$ cat config.mk
export PLATFORM = sky130hd
export DESIGN_NAME = serial_adder_ctrl
export DESIGN_NICKNAME = d
export VERILOG_FILES = /design/src/rtl/serial_adder_ctrl.sv
export SDC_FILE = /design/constraint.sdc
export NUM_CORES = 1
export LEC_CHECK = 0
export CORE_ASPECT_RATIO = 0.6
export CORE_UTILIZATION = 47
export DETAILED_ROUTE_END_ITERATION = 7
export MAX_ROUTING_LAYER = met4
export PLACE_DENSITY = 0.78
export SLEW_MARGIN = 20
export SYNTH_ARGS = -nofsm -noshare
export SYNTH_HDL_FRONTEND = slang
export SYNTH_SLANG_ARGS = --single-unit
$ cat constraint.sdc
create_clock -name clk -period 1.75 [get_ports clk]
set_clock_uncertainty 0.2 [all_clocks]
set_input_delay 0.175 -clock clk [delete_from_list [all_inputs] [get_ports clk]]
set_output_delay 0.175 -clock clk [all_outputs]
set_load 0.005 [all_outputs]
$ cat src/rtl/serial_adder_ctrl.sv
// Bit-serial adder controller: one full_adder cell processes WIDTH-bit operands LSB first.
// Optional macro SERIAL_ADD_OVF_EN adds the registered signed-overflow output ovf.

module full_adder (
  input  logic a,
  input  logic b,
  input  logic ci,
  output logic s,
  output logic co
);
  assign s  = a ^ b ^ ci;
  assign co = (a & b) | (ci & (a ^ b));
endmodule

module serial_adder_ctrl #(
  parameter int WIDTH = 8
) (
  input  logic             clk,
  input  logic             rst_n,
  input  logic             start,
  input  logic [WIDTH-1:0] a,
  input  logic [WIDTH-1:0] b,
  input  logic             cin,
  output logic             busy,
  output logic             done,
  output logic [WIDTH-1:0] sum,
  output logic             cout
`ifdef SERIAL_ADD_OVF_EN
  ,
  output logic             ovf
`endif
);

  localparam int CW = ($clog2(WIDTH) < 1) ? 1 : $clog2(WIDTH);

  typedef enum logic [1:0] {IDLE, SHIFT, DONE} state_t;

  state_t           state, state_next;
  logic [WIDTH-1:0] a_sh, b_sh;
  logic             carry_q;
  logic [CW-1:0]    count;
  logic             fa_s, fa_c;
  logic             last_bit;

  full_adder u_fa (
    .a  (a_sh[0]),
    .b  (b_sh[0]),
    .ci (carry_q),
    .s  (fa_s),
    .co (fa_c)
  );

  assign last_bit = (count == CW'(WIDTH - 1));

  always_ff @(posedge clk) begin
    if (!rst_n) state <= IDLE;
    else        state <= state_next;
  end

  always_comb begin
    state_next = state;
    busy       = 1'b0;
    done       = 1'b0;
    case (state)
      IDLE:  if (start) state_next = SHIFT;
      SHIFT: begin
        busy = 1'b1;
        if (last_bit) state_next = DONE;
      end
      DONE: begin
        done       = 1'b1;
        state_next = IDLE;
      end
      default: state_next = IDLE;
    endcase
  end

  // Result registers only change on an accepted start or while shifting, so they hold through DONE/IDLE.
  always_ff @(posedge clk) begin
    if (!rst_n) begin
      a_sh    <= '0;
      b_sh    <= '0;
      carry_q <= 1'b0;
      count   <= '0;
      sum     <= '0;
      cout    <= 1'b0;
`ifdef SERIAL_ADD_OVF_EN
      ovf     <= 1'b0;
`endif
    end else begin
      case (state)
        IDLE: begin
          if (start) begin
            a_sh    <= a;
            b_sh    <= b;
            carry_q <= cin;
            sum     <= '0;
            count   <= '0;
          end
        end
        SHIFT: begin
          sum     <= {fa_s, sum[WIDTH-1:1]};
          carry_q <= fa_c;
          a_sh    <= a_sh >> 1;
          b_sh    <= b_sh >> 1;
          count   <= count + CW'(1);
          if (last_bit) begin
            cout <= fa_c;
`ifdef SERIAL_ADD_OVF_EN
            ovf  <= carry_q ^ fa_c;
`endif
          end
        end
        default: ;
      endcase
    end
  end

endmodule

# After elaboration in Yosys (flattened, before gate mapping)

Index checks and enable logic that the tools add are counted.

Add/sub/neg operators: 1
Mux-type cells: 15
Bitwise gates (word level): 5
Reduce and logical (&&, ||, !) cells: 5
Eq/ne operators: 5

Operators with widths:

| cell                                                | count |
|---|---|
| case mux 8 bit (2 select lines)                     | 3 |
| 2-to-1 mux 8 bit                                    | 3 |
| case mux 3 bit (2 select lines)                     | 1 |
| AND reduction 2 bit                                 | 3 |
| 2-to-1 mux 2 bit                                    | 2 |
| != test 2 bit, second input constant                | 2 |
| case mux 2 bit (2 select lines)                     | 1 |
| adder 3 x 1 -> 3 bit, second input constant         | 1 |
| equality test 3 bit, second input constant          | 1 |
| 2-to-1 mux 1 bit                                    | 3 |
| 2-to-1 mux 3 bit                                    | 1 |
| bitwise AND 1 bit                                   | 2 |
| equality test 2 x 1 -> 1 bit, second input constant | 1 |
| equality test 2 bit, second input constant          | 1 |
| zero test 2 bit                                     | 1 |
| case mux 1 bit (2 select lines)                     | 1 |
| nonzero test 2 bit                                  | 1 |
| XOR 1 bit                                           | 2 |
| bitwise OR 1 bit                                    | 1 |

Output and inout port bits: 11
Register bits: 31
Input port bits: 20

# Depth between registers and ports, before layout

Depth in word-level cells: 4
Gate-level depth with buffers: 5

# By module

A second synthesis with hierarchy kept.

Cell total of the unflattened synthesis: 135
Area, all modules: 1371.3 sq um

Modules (own cells, without submodules):

| module            | times used | cells an instance | area each (sq um) |
|---|---|---|---|
| serial_adder_ctrl | 1          | 134               | 1351.3 |
| full_adder        | 1          | 1                 | 20.0 |

# Worst setup path before layout

No wires, ideal clock.

Path kind: register to register
Start point: register carry_q
End point: register sum[7]
Data required time: 1.462 ns
Cell stages (with the launch flop): 4
Slack: 0.399 ns
Data arrival time: 1.063 ns
Period minus slack after synthesis: 1.351 ns
Library setup time: 0.088 ns
Path through: dfxtp_1 -> inv_1 -> fa_1 -> o32ai_2

Word-level cells in the longest chain between the ends: 2

RTL lines:

| item                            | RTL line | source |
|---|---|---|
| start: declaration              | 40       | `logic carry_q;` |
| start signal: assignment        | 96       | `carry_q <= cin;` |
| XOR 1 bit                       | 11       | `assign s = a ^ b ^ ci;` |
| case mux 8 bit (2 select lines) | 91       | `case (state)` |
| end signal: assignment          | 102      | `sum <= {fa_s, sum[WIDTH-1:1]};` |
| end: declaration                | 26       | `output logic [WIDTH-1:0] sum,` |

No other way between the ends.
A chain may end at the register's enable or synchronous reset.

# Worst setup path after layout

Start point: register state[1]
End point: output done

Word-level cells in the longest chain between the ends: 2

RTL lines:

| item                     | RTL line | source |
|---|---|---|
| start: declaration       | 38       | `state_t state, state_next;` |
| start signal: assignment | 57       | `else state <= state_next;` |
| equality test 2 bit      | 64       | `case (state)` |
| 2-to-1 mux 1 bit         | 64       |  |
| end: declaration         | 25       | `output logic done,` |

No other way between the ends.

==> results_dict.tcl <==
set metrics [dict create \
    status "complete, no violations" \
    fin_cells 210 \
    whs_endpoint "b_sh[7]$_SDFFE_PN0P_" \
    gp_congestion 0.848 \
    setup-violations-final 0 \
    cts_buffers 5 \
    grt_pass1_vias 1095 \
    vias 1155 \
    die_h_um 43.7 \
    ff2ff_path_depth 5 \
    path_clk_slew_ps 70 \
    yosysUniqueCellTypes 26 \
    ys_warn_count 0 \
    wl_per_cell_um 15.0 \
    fin_crit_ps 1690 \
    crit_chain "nor2b_1 -> clkdlybuf4s50_1" \
    ys_seq_area_share_pct 45.5 \
    vias_per_cell 5.50 \
    synth_largest_area_cell "dfxtp_1" \
    ios 31 \
    cts_tree "built" \
    grt_max_degree 27 \
    rr_endpoint "a_sh[6]$_SDFFE_PN0P_" \
    min_from "b[7]" \
    synth_edf_count 0 \
    area_growth_pct 35.6 \
    r2r_slack_ps 220 \
    fmax_mhz 592 \
    synth_top_area_share_pct 45.5 \
    synth_fp_nets 163 \
    crit_path_start_kind "flop" \
    routed_wl_um 3150 \
    tritoncts_num_sinks 31 \
    syn_area_sq_mm 0.00136 \
    ys.flop_type "dfxtp_1" \
    cts-root-buf "clkbuf_8" \
    synth_compound_area_share_pct 21.8 \
    synth.ff_latch_count 31 \
    synth_xor_xnor_area_share_pct 0 \
    critPathKind "reg -> out" \
    synth_top_family_by_area "compound AO/OA/AOI/OAI gates" \
    dpl.hpwl_um 2180 \
    grt_pass1_wl_um 5140 \
    worst-path-max-fanout 7 \
    avgSynthCellArea_sq_um 9.73 \
    fin_tns_setup_ps 0 \
    dp_cells 201 \
    critPathCaptureType "output port" \
    antenna_left 0 \
    layout-drive-gt1-share_pct 19.7 \
    p_leak_nw 0.716 \
    p_per_area_mw_per_mm2 946 \
    utilization_pct 70.3 \
    async_flop_share_pct 0 \
    hp-class "in -> reg" \
    path_delay_family "buffers and inverters" \
    synth_common_cells "dfxtp_1 (31), nand2_1 (16), nor2_1 (16)" \
    whs_path_depth 3 \
    fp.dieW_um 71.5 \
    synthMuxAreaShare_pct 9.55 \
    slew_viol_final 0 \
    core_area_sq_mm 0.00263 \
    drc 0 \
    clock_path_buffers 2 \
    worst-path-buf-inv 1 \
    nNetsFinal 200 \
    synth-simple-area-share_pct 12.1 \
    synth_cells 140 \
    peakVddDrop_v 0.000664 \
    grt_overflow 0 \
    r2r-start "state[0]$_SDFFE_PN0P_" \
    cp.required_ps 1370 \
    tightest_slew_ps 303 \
    synthAdderAreaFrac_pct 3.31 \
    clk_latency_ps 290 \
    rows 14 \
    start_util_pct 51.9 \
    n_antenna_cell 0 \
    antenna_found_initial 0 \
    maxCapViolCount 0 \
    hold_buffers 0 \
    drt_iter0_markers 68 \
    rsz0062_at_grt "no" \
    synth.most_common_cell "dfxtp_1" \
    arrival_ps 1320 \
    slew_headroom_pct 79.5 \
    grtUsageTotal_pct 23.4 \
    drtPass1Iterations 7 \
    portBuffers 30 \
    total_power_w 0.00175 \
    cpPeakStageDelay_ps 510 \
    place_area_sq_mm 0.00171 \
    final_area_sq_mm 0.00185 \
    htree_levels 2 \
    yosys-top-cells-area "dfxtp_1 (46%), mux2i_1 (9.6%), a211oi_2 (8.3%)" \
    finalCritPeriodShare_pct 96.6 \
    cp_slowest_cell "clkdlybuf4s50_1" \
    dieArea_sq_mm 0.00313 \
    hold_viol 0 \
]
-- layout make-up --
class	instances	area [sq um]
Inverter	6	22.5
Fill cell	200	779
Clock buffer	6	82.6
Multi-Input combinational cell	92	644
Sequential cell	31	626
Clock inverter	2	35.0
Timing Repair Buffer	41	398
Tap cell	32	40.0
-- state kept, by name (all words and copies together), names as in the netlist --
register and count:
a_sh 8, b_sh 8, carry_q 1, count 3
cout 1, state 2, sum 8
-- metal layers --
metal	GRT usage, %	share of wire, %	vias up
met5	-	0	-
met4	9.02	1.5	0
met3	9.30	6.1	8
met2	35.8	46	36
met1	28.1	46	542
li1	-	-	569
-- worst min-delay path, delay by kind of cell --
family          cells  cell delay [ps]
simple gates        1               60
buf+inv             1              400
compound gates      1               70
-- power breakdown --
group	internal [W]	switching, W
Sequential	0.000745	0.0000234
Clock	0.000460	0.000276
Combinational	0.000127	0.000116
-- timing repair --
action | CTS | global route
buffers inserted | 1 | 0
gates resized for setup | 2 | 3
setup endpoints to repair | 2 | 2
-- placed cells by master (no fill, tap or decap), drive strengths merged, types with 3 or more instances in the layout --
cell	n
a211oi	13
a21oi	5
buf	11
clkbuf	6
clkdlybuf4s50	29
dfxtp	31
inv	6
mux2i	13
nand2	16
nor2	16
nor3	3
o21ai	6
o22ai	9
-- how the worst max path moves through the flow --
stage                                     start                    to  slack [ps]  cells after the start
after floorplan            carry_q$_SDFFE_PN0P_   sum[7]$_SDFFE_PN0P_         400                      3
after global placement                    start  a_sh[6]$_SDFFE_PN0P_         200                      5
after detailed placement                  start  a_sh[6]$_SDFFE_PN0P_         140                      5
after CTS                 state[1]$_SDFFE_PN0P_                  done          20                      2
after global routing      state[1]$_SDFFE_PN0P_                  done           3                      2
final                     state[1]$_SDFFE_PN0P_                  done          60                      2
-- logic make-up (layout without fill, tap and decap cells) --
family                   count (synthesis)  after routing
adder cells (fa/ha/maj)                  3              3
buffers and inverters                   17             55
flip-flops                              31             31
AO/OA/AOI/OAI                           37             37
multiplexers                            13             13
AND/OR/NAND/NOR                         39             39
-- through the flow --
stage	setup WS (ps)	hold slack (ps)
after floorplan	399	125
after global placement	201	248
after detailed placement	142	273
after CTS	24.1	255
after global routing	3.22	288
final	59.8	257
Note: power is estimated with default switching activity, not from simulation.
==> RTL edit: new RTL, same flow settings <==
Change the parameter `WIDTH` from 8 to 16.
--- a/src/rtl/serial_adder_ctrl.sv
+++ b/src/rtl/serial_adder_ctrl.sv
@@ -13,7 +13,7 @@
 endmodule
 
 module serial_adder_ctrl #(
-  parameter int WIDTH = 8
+  parameter int WIDTH = 16
 ) (
   input  logic             clk,
   input  logic             rst_n,
Interface: changed (resized a, b and sum); port bits go from 31 to 55. No check against the original RTL was run, so the function may have changed too.
==> RTL edit against the unedited design <==
- hold slack got worse by 0.013 ns
- non-clock buffer count rose by 32
- routed wire length rose by 93%
- design area rose by 86%
- total power rose by 82%
- area after synthesis rose by 96%
- sequential share of layout area fell by 1.1 points
- clock power rose by 56%
- first-iteration DRC count rose by 100%
- critical path type unchanged
- setup slack improved by 0.087 ns
- largest power group unchanged
- count of clock-buffer cells in the layout fell by 1
- sequential cell count rose by 25
==> RTL edit: results (changes against the unedited design) <==
----------------------------------------------------
[Run status]
  Result of the run ... finished, final reports clean

[STA]
  Max Fclk ... 0.624 GHz (+5.5%)

[Placement]
  Cell area after placement ... 3260 µm² (+91%)
  Final RePlAce weighted congestion ... 0.795 (-6.2%)
  Detailed Place HPWL ... 4070 µm (+86%)
  Worst slack, placed ... 0.0354 ns (-0.106 ns)
  Port Buf Inserts ... 54 (+80%)

[Layout]
  Top flop regs ... a_sh: 16 flops, b_sh: 16 flops, sum: 16 flops
  Multi-input comb cells ... 182 (+98%)
  Fraction of layout cells with a size suffix above 1 ... 20.1% (+0.40 points)
  Count of nets after finishing ... 361 (+81%)
  Number of filler instances in the final layout ... 424 (+110%)
  Proportion of cell area spent on the clock network ... 4.61% (-1.8 points)

[Yosys]
  Compound-Gate Fraction of Synth Area ... 28.1% (+6.4 points)
  Adder-cell share of the synthesized area ... 1.22% (-2.1 points)
  Mapped Area ... 2670 µm² (+96%)
  Post-Synthesis Net Count ... 307 (+88%)
  Synth top area cells ... sky130_fd_sc_hd__dfxtp_1 (42%), sky130_fd_sc_hd__o221a_1 (11%), sky130_fd_sc_hd__nor2b_1 (6.3%)
  Leading cell types by count after synthesis ... sky130_fd_sc_hd__dfxtp_1 (56), sky130_fd_sc_hd__nor2_1 (28), sky130_fd_sc_hd__nor2b_1 (27), sky130_fd_sc_hd__o221a_1 (27), sky130_fd_sc_hd__a21oi_1 (24)

[Power and ir drop]
  IR Drop Worst-Case VDD ... 0.545 mV (-18%)

[Global route]
  Met1 layer usage reported by global route ... 30.8% (+2.7 points)
  Vias in the first global route ... 2129 (+94%)

[Hold path]
  Hold path startpoint ... a[1]

[Worst setup path]
  R2r endpoint ... b_sh[5]$_SDFFE_PN0P_
  Data arrival time at the worst-slack endpoint ... 1.23 ns (-0.09 ns)
  End of the critical path ... sum[15]

[Route]
  1st-iter DRT viols ... 136 (+100%)

----------------------------------------------------
RTL edit: changes by cell type in the layout (fill, tap and decap cells not counted), sizes merged, moves of 18 or more:
cell | unedited run | this run
dfxtp | 31 | 56
a22oi | 0 | 18
o221a | 0 | 27
nor2b | 1 | 27
nor2 | 16 | 46
a21oi | 5 | 31
clkdlybuf4s50 | 29 | 52
RTL edit: what timing repair did:
item / in CTS / in global routing
endpoints found under the setup margin: 2 / 1
gates resized for setup: 6 / 1
setup buffers: 1 / 0
RTL edit: cells by family (layout without fill, tap and decap cells):
kind of cell / Yosys count / count (layout)
compound gates: 88 / 88
fa+ha+maj: 2 / 2
buf+inv: 31 / 86
flops: 56 / 56
simple gates: 92 / 92
RTL edit: power breakdown:
group	internal, mW	switching [mW]
Combinational	0.311	0.290
Clock	0.715	0.433
Sequential	1.37	0.0617
